## src/rtl/riscv_ex_stage.sv

```systemverilog
// Execute stage of the 5-stage RISC-V pipeline: operand forwarding, ALU,
// jump/branch resolution with fetch redirect, and the EX/MEM register bundle.
module riscv_ex_stage #(
  parameter int XLEN = 32
) (
  input  logic            clk,
  input  logic            rst,
  input  logic            stall,
  input  logic [4:0]      rd_ppl,
  input  logic [4:0]      rs1_ppl,
  input  logic [4:0]      rs2_ppl,
  input  logic [XLEN-1:0] rs1_data_ppl,
  input  logic [XLEN-1:0] rs2_data_ppl,
  input  logic [XLEN-1:0] imm_ppl,
  input  logic [XLEN-1:0] pc_ppl_out,
  input  logic            alu_src_ppl,
  input  logic [3:0]      alu_ctrl_ppl,
  input  logic            jal_ppl,
  input  logic            jalr_ppl,
  input  logic            branch_ppl,
  input  logic            bne_ppl,
  input  logic            mem_ren_ppl,
  input  logic            mem_wen_ppl,
  input  logic            mem_to_reg_ppl,
  input  logic            reg_wen_ppl,
  input  logic [4:0]      wb_rd,
  input  logic            wb_reg_wen,
  input  logic [XLEN-1:0] wb_data,
  output logic            redirect,
  output logic [XLEN-1:0] redirect_pc,
  output logic            flush,
  output logic [XLEN-1:0] alu_result_mem,
  output logic [XLEN-1:0] store_data_mem,
  output logic [4:0]      rd_mem,
  output logic            mem_ren_mem,
  output logic            mem_wen_mem,
  output logic            mem_to_reg_mem,
  output logic            reg_wen_mem
);

  typedef enum logic [3:0] {
    ALU_ADD  = 4'd0,
    ALU_SUB  = 4'd1,
    ALU_AND  = 4'd2,
    ALU_OR   = 4'd3,
    ALU_XOR  = 4'd4,
    ALU_SLL  = 4'd5,
    ALU_SRL  = 4'd6,
    ALU_SRA  = 4'd7,
    ALU_SLT  = 4'd8,
    ALU_SLTU = 4'd9
  } alu_op_e;

  // EX/MEM state
  logic [XLEN-1:0] alu_result_q, alu_result_d;
  logic [XLEN-1:0] store_data_q, store_data_d;
  logic [4:0]      rd_q;
  logic            mem_ren_q, mem_wen_q, mem_to_reg_q, reg_wen_q;

  logic [XLEN-1:0] fwd_rs1, fwd_rs2;
  logic [XLEN-1:0] op_a, op_b;
  logic [XLEN-1:0] alu_out;
  logic [XLEN-1:0] target;
  logic            taken;
  logic            mem_fwd_ok;

  // A load in MEM has no data yet, so only ALU results in MEM may forward.
  assign mem_fwd_ok = reg_wen_q && !mem_to_reg_q && (rd_q != 5'd0);

  // Forwarding mux per source: MEM beats WB beats the register-file value.
  always_comb begin
    // NOTE: every combinational output gets a default first so no path infers a latch.
    fwd_rs1 = rs1_data_ppl;
    fwd_rs2 = rs2_data_ppl;
    if (mem_fwd_ok && rs1_ppl == rd_q)
      fwd_rs1 = alu_result_q;
    else if (wb_reg_wen && wb_rd != 5'd0 && rs1_ppl == wb_rd)
      fwd_rs1 = wb_data;
    if (mem_fwd_ok && rs2_ppl == rd_q)
      fwd_rs2 = alu_result_q;
    else if (wb_reg_wen && wb_rd != 5'd0 && rs2_ppl == wb_rd)
      fwd_rs2 = wb_data;
  end

  assign op_a = fwd_rs1;
  assign op_b = alu_src_ppl ? imm_ppl : fwd_rs2;

  // ALU; unused encodings produce zero.
  always_comb begin
    alu_out = '0;
    case (alu_op_e'(alu_ctrl_ppl))
      ALU_ADD:  alu_out = op_a + op_b;
      ALU_SUB:  alu_out = op_a - op_b;
      ALU_AND:  alu_out = op_a & op_b;
      ALU_OR:   alu_out = op_a | op_b;
      ALU_XOR:  alu_out = op_a ^ op_b;
      ALU_SLL:  alu_out = op_a << op_b[4:0];
      ALU_SRL:  alu_out = op_a >> op_b[4:0];
      ALU_SRA:  alu_out = $unsigned($signed(op_a) >>> op_b[4:0]);
      ALU_SLT:  alu_out = {{(XLEN-1){1'b0}}, $signed(op_a) < $signed(op_b)};
      ALU_SLTU: alu_out = {{(XLEN-1){1'b0}}, op_a < op_b};
      default:  alu_out = '0;
    endcase
  end

  // Control-transfer resolution; branches compare forwarded rs1/rs2, not operand B.
  always_comb begin
    taken  = jal_ppl | jalr_ppl | (branch_ppl & ((fwd_rs1 == fwd_rs2) ^ bne_ppl));
    target = pc_ppl_out + imm_ppl;
    if (jalr_ppl)
      target = (fwd_rs1 + imm_ppl) & ~{{(XLEN-1){1'b0}}, 1'b1};
  end

  // A frozen pipeline must not redirect; the transfer fires once stall drops.
  assign redirect    = taken & ~stall;
  assign redirect_pc = target;
  assign flush       = redirect;

  // Jumps write the link address instead of the ALU result.
  assign alu_result_d = (jal_ppl | jalr_ppl) ? (pc_ppl_out + 32'd4) : alu_out;
  assign store_data_d = fwd_rs2;

  // EX/MEM register: synchronous clear, hold on stall, otherwise load.
  always_ff @(posedge clk) begin
    // NOTE: sequential state uses non-blocking assignments so all registers update together.
    if (rst) begin
      alu_result_q <= '0;
      store_data_q <= '0;
      rd_q         <= '0;
      mem_ren_q    <= 1'b0;
      mem_wen_q    <= 1'b0;
      mem_to_reg_q <= 1'b0;
      reg_wen_q    <= 1'b0;
    end else if (!stall) begin
      alu_result_q <= alu_result_d;
      store_data_q <= store_data_d;
      rd_q         <= rd_ppl;
      mem_ren_q    <= mem_ren_ppl;
      mem_wen_q    <= mem_wen_ppl;
      mem_to_reg_q <= mem_to_reg_ppl;
      reg_wen_q    <= reg_wen_ppl;
    end
  end

  assign alu_result_mem = alu_result_q;
  assign store_data_mem = store_data_q;
  assign rd_mem         = rd_q;
  assign mem_ren_mem    = mem_ren_q;
  assign mem_wen_mem    = mem_wen_q;
  assign mem_to_reg_mem = mem_to_reg_q;
  assign reg_wen_mem    = reg_wen_q;

endmodule

```

## config.mk

```make
export PLATFORM = sky130hd
export DESIGN_NAME = riscv_ex_stage
export DESIGN_NICKNAME = d
export VERILOG_FILES = /design/src/rtl/riscv_ex_stage.sv
export SDC_FILE = /design/constraint.sdc
export NUM_CORES = 1
export LEC_CHECK = 0
export CAP_MARGIN = 20
export CELL_PAD_IN_SITES_DETAIL_PLACEMENT = 0
export CELL_PAD_IN_SITES_GLOBAL_PLACEMENT = 1
export CORE_UTILIZATION = 43
export DETAILED_ROUTE_END_ITERATION = 7
export DONT_BUFFER_PORTS = 1
export PLACE_DENSITY = 0.77
export SYNTH_ARGS = -nofsm -noshare
export SYNTH_HDL_FRONTEND = slang
export SYNTH_SLANG_ARGS = --single-unit
```

## constraint.sdc

```tcl
create_clock -name clk -period 6.8 [get_ports clk]
set_clock_uncertainty 0.1 [all_clocks]
set_input_delay 1.36 -clock clk [delete_from_list [all_inputs] [get_ports clk]]
set_output_delay 1.36 -clock clk [all_outputs]
set_load 0.02 [all_outputs]
```

==> metrics.csv, run 1 <==
stage,metric,value,unit
run_status,outcome,completed,
floorplan,Core Area,0.04213,mm2
clocking,H-tree Lvls,3,
drt,vias,24080,
placement,DP Area,0.02052,mm2
synth,Synth area leaders,"ha_1 11%, dfxtp_1 7.9%, o21ai_0 6.4%",
placement,HPWL reported at the end of detailed placement,89.70,mm
synth,cell taking the most area after synthesis,ha_1,
drt,met2 wire length,45.06,mm
synth,Main synth FF type,dfxtp_1,
drt,DRT antenna net count,0,
power,Comb pwr share,67.5,%
worst_setup_path,Worst setup startpoint,wb_rd[3],
drt,Met3 Routed Length,15.23,mm
hold_path,HP Start,store_data_mem[1],
worst_setup_path,reg2reg start,rd_mem[2],
drt,DRT iter0 DRCs,3937,
worst_setup_path,critical path endpoint category,primary output,
worst_setup_path,Crit path required time,5.34,ns
synth,"FFs w/ async S/R, synth",0,%
final_layout,Filler cells,4376,
sta,worst-margin pin slew,1.079,ns
grt,all-layer global routing usage,49.12,%
synth,syn_nets,3022,
grt,first-pass GRT wire length,156.8,mm
synth,post-synthesis cell type count,106,
floorplan,Top Ports,304,
clocking,Num CTS Buffers,9,
worst_setup_path,maximum fanout along the worst path,8,
synth,Ys Warns,0,
worst_setup_path,Crit path arrival time,5.32,ns
floorplan,Die Y,208.9,um
power,Clock Power Share,16.3,%
drt,Via-to-Cell Ratio,7.218,
drt,Post-Route WL,112.1,mm
synth,top cell type's share of synthesized area,11.01,%
worst_setup_path,R2R Setup Slk,0.49,ns
drt,DRC viols,0,
placement,I/O Buffers,0,
synth,Post-synth EDFFs,0,
floorplan,Die Footprint,0.04366,mm2
run,max_cap viols,0,
power,register share of total power,16.2,%
synth,top post-synthesis cells by count,"234 x o21ai_0, 225 x a21oi_1, 205 x nor2_1, 162 x ha_1, 155 x nand2_1",
floorplan,die width,208.9,um
sta,worst rel slew slack,27.11,%
grt,vias in the first global route,21980,
clocking,CTS root buffer,clkbuf_16,
placement,pre-CTS setup slack,-0.1965,ns
sta,hold violation count in the final report,0,
worst_setup_path,startpoint types,input pin,
power,Switch Pwr,1.728,mW
synth,most numerous cell in the Yosys netlist,o21ai_0,
final_layout,fraction of layout cells with a size suffix above 1,16.98,%
final_layout,Final Util,50.23,%
drt,1st-pass router iterations,7,
placement,Placer Congestion,1.170,
final_layout,P&R area growth vs syn,14.93,%
drt,M1 WL,43.56,mm
synth,Synth Instances,2659,
synth,Syn Std Cell Area,0.01842,mm2
sta,Slew Limit Fails,0,
clocking,"Reg clk slew, reported paths",0.07,ns
sta,PnR worst setup slack,0.01521,ns
clocking,clock tree from TritonCTS,built,
grt,largest net degree at the start of global routing,117,
power,power per cell area,156.0,mW/mm2
final_layout,design area,0.02116,mm2
synth,post-synthesis sequential area ratio,7.936,%
grt,GRT overflow,0,
drt,Routed WL per cell,33.59,um
sta,Tmin final,6.785,ns
power,switching portion of total power,52.33,%
drt,Top Layer Used,met5,
grt,initial antenna violation count,9,
clocking,worst skew pair latency,0.38,ns
worst_setup_path,critical path class,in2out,
floorplan,Rows,75,
hold_path,Worst Hold Class,reg2reg,
power,cell internal pwr,1.574,mW
floorplan,Initial Utilization,43.71,%
clocking,Clock Path Buffers,2,
sta,period utilisation layout,99.78,%
synth,synthesized area per cell,6.926,um2
power,VDD IR max,0.1305,mV
final_layout,final net count,3150,
sta,Max Freq,0.1474,GHz
sta,RSZ-0062 raised after global routing,true,
clocking,Clock Sink Count,73,
sta,Final setup violation count,0,
power,leakage,8.695,nW
synth,"FF+latch count, synth",73,
-- state kept, by name, indices dropped and copies added (netlist names) --
signal,flops
rd_mem,5
store_data_mem,32
reg_wen_mem,1
mem_ren_mem,1
alu_result_mem,32
mem_wen_mem,1
mem_to_reg_mem,1
-- worst paths after layout --
path,endpoint,cells past startpoint
worst min-delay path,store_data_mem[1],2
worst min register to register,store_data_mem[1],2
worst max register to register,alu_result_mem[31],23
worst max-delay path,redirect_pc[30],18
-- power groups by stage --
stage	clock network, mW	logic [mW]	registers, mW
2_1_floorplan	0	1.32	0.521
6_report	0.538	2.23	0.536
5_1_grt	0.553	2.32	0.534
3_5_place_dp	0	2.08	0.542
3_3_place_gp	0	2.06	0.542
4_1_cts	0.539	2.09	0.532
-- per-stage QoR --
| stage | hold WS [ns] | instances | total power, mW | setup TNS (ns) |
|---|---|---|---|---|
| finish | 0.4773 | 3336 | 3.301 | 0 |
| detailed placement | 0.4486 | 3305 | 2.619 | -0.3446 |
| global route | 0.4904 | 3332 | 3.403 | -0.5752 |
| floorplan | 0.4407 | 2659 | 1.836 | -0.03857 |
| global placement | 0.4467 | 3304 | 2.605 | -0.1443 |
| CTS | 0.4642 | 3321 | 3.162 | 0 |
-- area by class of cell --
class | instances | area [um2] | share of cell area (%)
well taps | 539 | 674.4 | 3.187
multi-input cells | 2247 | 15800 | 74.66
clock buffers | 9 | 225.2 | 1.064
diodes | 5 | 12.51 | 0.05912
flip-flops and latches | 73 | 1461 | 6.905
clock inverters | 7 | 76.32 | 0.3606
inverters | 147 | 554.3 | 2.619
repair buffers | 309 | 2359 | 11.14
-- per-layer routing --
metal,up-vias,global-route usage (%)
met5,-,0
met4,6,29.99
met3,449,16.88
met2,1948,70.31
met1,11440,62.92
li1,10230,-
-- placed cells by master, fill, tap and decap left out, types with 20 or more instances in the layout --
cell | netlist | final
a21oi_1 | 225 | 223
nor2_1 | 205 | 204
nand2_1 | 155 | 154
o211ai_1 | 49 | 49
xnor2_1 | 123 | 123
mux2_2 | 41 | 41
a221oi_1 | 31 | 31
o31ai_1 | 22 | 22
nand4_1 | 30 | 30
xor2_1 | 32 | 32
nor3_1 | 116 | 114
buf_4 | 11 | 300
and3_1 | 28 | 26
a211o_1 | 21 | 21
o21ai_0 | 234 | 221
or3_1 | 20 | 20
mux2i_1 | 88 | 87
a21o_1 | 65 | 65
a211oi_1 | 52 | 52
a31oi_1 | 82 | 74
ha_1 | 162 | 159
inv_1 | 141 | 141
nand3_1 | 112 | 110
dfxtp_1 | 73 | 73
-- critical path, cell delays in order --
cell,delay [ns]
or4_4,0.56
o211ai_4,0.24
buf_6,0.16
o21ai_0,0.15
a31oi_2,0.27
ha_1,0.29
buf_4,0.16
a221o_1,0.36
a21o_1,0.21
o211ai_1,0.17
buf_4,0.15
o21ai_2,0.08
a31oi_2,0.27
nor2_1,0.10
o31a_1,0.31
mux2i_1,0.19
o22ai_2,0.11
buf_6,0.17
-- cell families (layout without fill, tap and decap cells) --
family | after synthesis | count (layout) | share of synthesized area [%]
muxes | 139 | 139 | 8.466
DFF | 73 | 73 | 7.936
and+or+nand+nor | 772 | 772 | 20.36
buffers and inverters | 339 | 472 | 7.712
other | 0 | 5 | 0
AOI/OAI and AO/OA | 1015 | 1015 | 36.71
xor gates and xnor gates | 155 | 155 | 7.372
adders and majority gates | 166 | 166 | 11.44
-- timing repair --
| item | CTS | global route |
|---|---|---|
| buffers inserted | 0 | 9 |
| hold endpoints to repair | 0 | 0 |
| pin swaps | 2 | 39 |
| resized for setup | 8 | 49 |
| hold buffers | 0 | 0 |
| endpoints found under the setup margin | 4 | 14 |
| cloned | 0 | 1 |
No activity file was read; power rests on OpenSTA's default activity.
==> run 2: changes to the inputs <==
CORE_ASPECT_RATIO = 1.4   (was unset)
MAX_ROUTING_LAYER = met4   (was unset)
REMOVE_ABC_BUFFERS = 1   (was unset)
==> metrics.csv, run 2 (synthesis results as in run 1) <==
stage,metric,value,unit
placement,I/O Buffers,0,
clocking,H-tree Lvls,3,
final_layout,final net count,3086,
clocking,"Reg clk slew, reported paths",0.08,ns
floorplan,Rows,89,
floorplan,Top Ports,304,
placement,HPWL reported at the end of detailed placement,83.73,mm
sta,Final setup violation count,0,
sta,Max Freq,0.1493,GHz
grt,all-layer global routing usage,47.66,%
power,power per cell area,152.4,mW/mm2
placement,placed cell count,3250,
floorplan,Initial Utilization,43.63,%
floorplan,Die Footprint,0.04367,mm2
power,switching portion of total power,52.42,%
grt,vias in the first global route,22070,
worst_setup_path,R2R Setup Slk,0.80,ns
worst_setup_path,critical path class,in2out,
power,leakage,8.375,nW
power,cell internal pwr,1.499,mW
worst_setup_path,Crit path arrival time,5.24,ns
drt,DRT antenna net count,0,
clocking,Clock Sink Count,73,
worst_setup_path,Crit path required time,5.34,ns
clocking,hold_buf cts,0,
run_status,outcome,completed,
hold_path,Worst Hold Class,reg2reg,
sta,Slew Limit Fails,0,
clocking,CTS root buffer,clkbuf_16,
worst_setup_path,startpoint types,input pin,
final_layout,P&R area growth vs syn,12.22,%
grt,GRT overflow,0,
drt,vias,23290,
clocking,clock tree from TritonCTS,built,
sta,worst rel slew slack,17.57,%
sta,PnR worst setup slack,0.1037,ns
drt,DRC viols,0,
power,Switch Pwr,1.651,mW
drt,Routed WL per cell,31.94,um
final_layout,design area,0.02066,mm2
worst_setup_path,critical path endpoint category,primary output,
power,register share of total power,17.0,%
final_layout,"most common cell after layout, fill and taps aside",buf_4,
power,Comb pwr share,66.7,%
clocking,Clock Path Buffers,2,
final_layout,"commonest cells after routing, fill and taps aside","240 x buf_4, 226 x o21ai_0, 221 x a21oi_1",
final_layout,fraction of layout cells with a size suffix above 1,14.96,%
sta,worst-margin pin slew,1.226,ns
final_layout,final cell count without fillers,3284,
floorplan,Die Y,246.9,um
clocking,worst skew pair latency,0.39,ns
power,VDD IR max,0.1033,mV
drt,Post-Route WL,104.9,mm
drt,DRT iter0 DRCs,2627,
floorplan,Core Area,0.04220,mm2
placement,DP Area,0.02008,mm2
placement,pre-CTS setup slack,-0.1953,ns
drt,Via-to-Cell Ratio,7.091,
sta,hold violation count in the final report,0,
grt,first-pass GRT wire length,147.6,mm
grt,largest net degree at the start of global routing,117,
floorplan,die width,176.9,um
final_layout,Final Util,48.96,%
sta,RSZ-0062 raised after global routing,true,
grt,initial antenna violation count,8,
drt,1st-pass router iterations,8,
sta,Tmin final,6.696,ns
power,Clock Power Share,16.3,%
worst_setup_path,maximum fanout along the worst path,5,
sta,Hold Slack,0.4676,ns
clocking,Num CTS Buffers,9,
placement,Placer Congestion,1.094,
sta,period utilisation layout,98.47,%
run,max_cap viols,0,
-- run 2: cell count changes in the layout (fill, tap and decap cells not counted), moves of 3 or more --
cell / change
o21ai_0: +5
a31oi_4: -3
diode_2: +5
o21ai_1: -3
buf_4: -60
buf_6: -4
inv_6: -3
-- run 2: layout make-up --
type | instances | area (um2)
antenna | 10 | 25.02
clock buffer | 10 | 239.0
clock inverter | 6 | 43.79
fill | 4438 | 21540
inverter | 147 | 554.3
multi-input combinational | 2247 | 15770
sequential | 73 | 1461
tap | 546 | 683.2
timing repair buffer | 245 | 1888
-- run 2: path summary, 6_finish.rpt --
kind                                        start                end  depth (start not counted)
worst min register to register  store_data_mem[1]  store_data_mem[1]                          2
worst max-delay path                     wb_rd[3]    redirect_pc[31]                         19
worst max register to register          rd_mem[1]  alu_result_mem[0]                         20
worst min-delay path            store_data_mem[1]  store_data_mem[1]                          2
-- run 2: through the flow --
stage,TNS (ns),total power [mW]
2_1_floorplan,-17.30,1.769
3_3_place_gp,-0.2702,2.518
3_5_place_dp,-0.4825,2.522
4_1_cts,0,3.042
5_1_grt,-0.1404,3.267
6_report,0,3.150
-- run 2: power groups by stage --
stage | Sequential, mW | Combinational, mW | Clock (mW)
2_1_floorplan | 0.521 | 1.25 | 0
3_3_place_gp | 0.542 | 1.98 | 0
3_5_place_dp | 0.543 | 1.98 | 0
4_1_cts | 0.533 | 1.99 | 0.514
5_1_grt | 0.537 | 2.21 | 0.523
6_report | 0.535 | 2.10 | 0.512
-- run 2: metal layers --
| metal | part of all wire [%] | wire, um | up-vias | GRT usage (%) |
|---|---|---|---|---|
| li1 | - | - | 10130 | - |
| met1 | 36 | 37670 | 11190 | 51.85 |
| met2 | 45 | 47320 | 1536 | 75.34 |
| met3 | 10 | 10940 | 441 | 11.07 |
| met4 | 8.5 | 8967 | 0 | 35.78 |
| met5 | 0 | 0 | - | - |
-- run 2: repair_timing --
| item | in CTS | in global routing |
|---|---|---|
| endpoints found under the hold margin | 0 | 0 |
| setup endpoints to repair | 7 | 13 |
| resized for setup | 8 | 41 |
| pin swaps | 2 | 35 |
| setup buffers | 0 | 8 |
-- run 2: worst max-delay path, cell delays in order --
cell and delay, ns:
or4_4 0.56, o211ai_4 0.27, buf_4 0.16, o21ai_0 0.13, a31oi_4 0.24, ha_1 0.16
nand2_1 0.05, a311oi_1 0.21, buf_4 0.16, a31oi_1 0.13, buf_4 0.18, o211a_1 0.29
buf_4 0.17, nor4b_4 0.31, nor3_2 0.09, o32a_1 0.33, nand2_1 0.09, xor2_1 0.15
buf_4 0.16
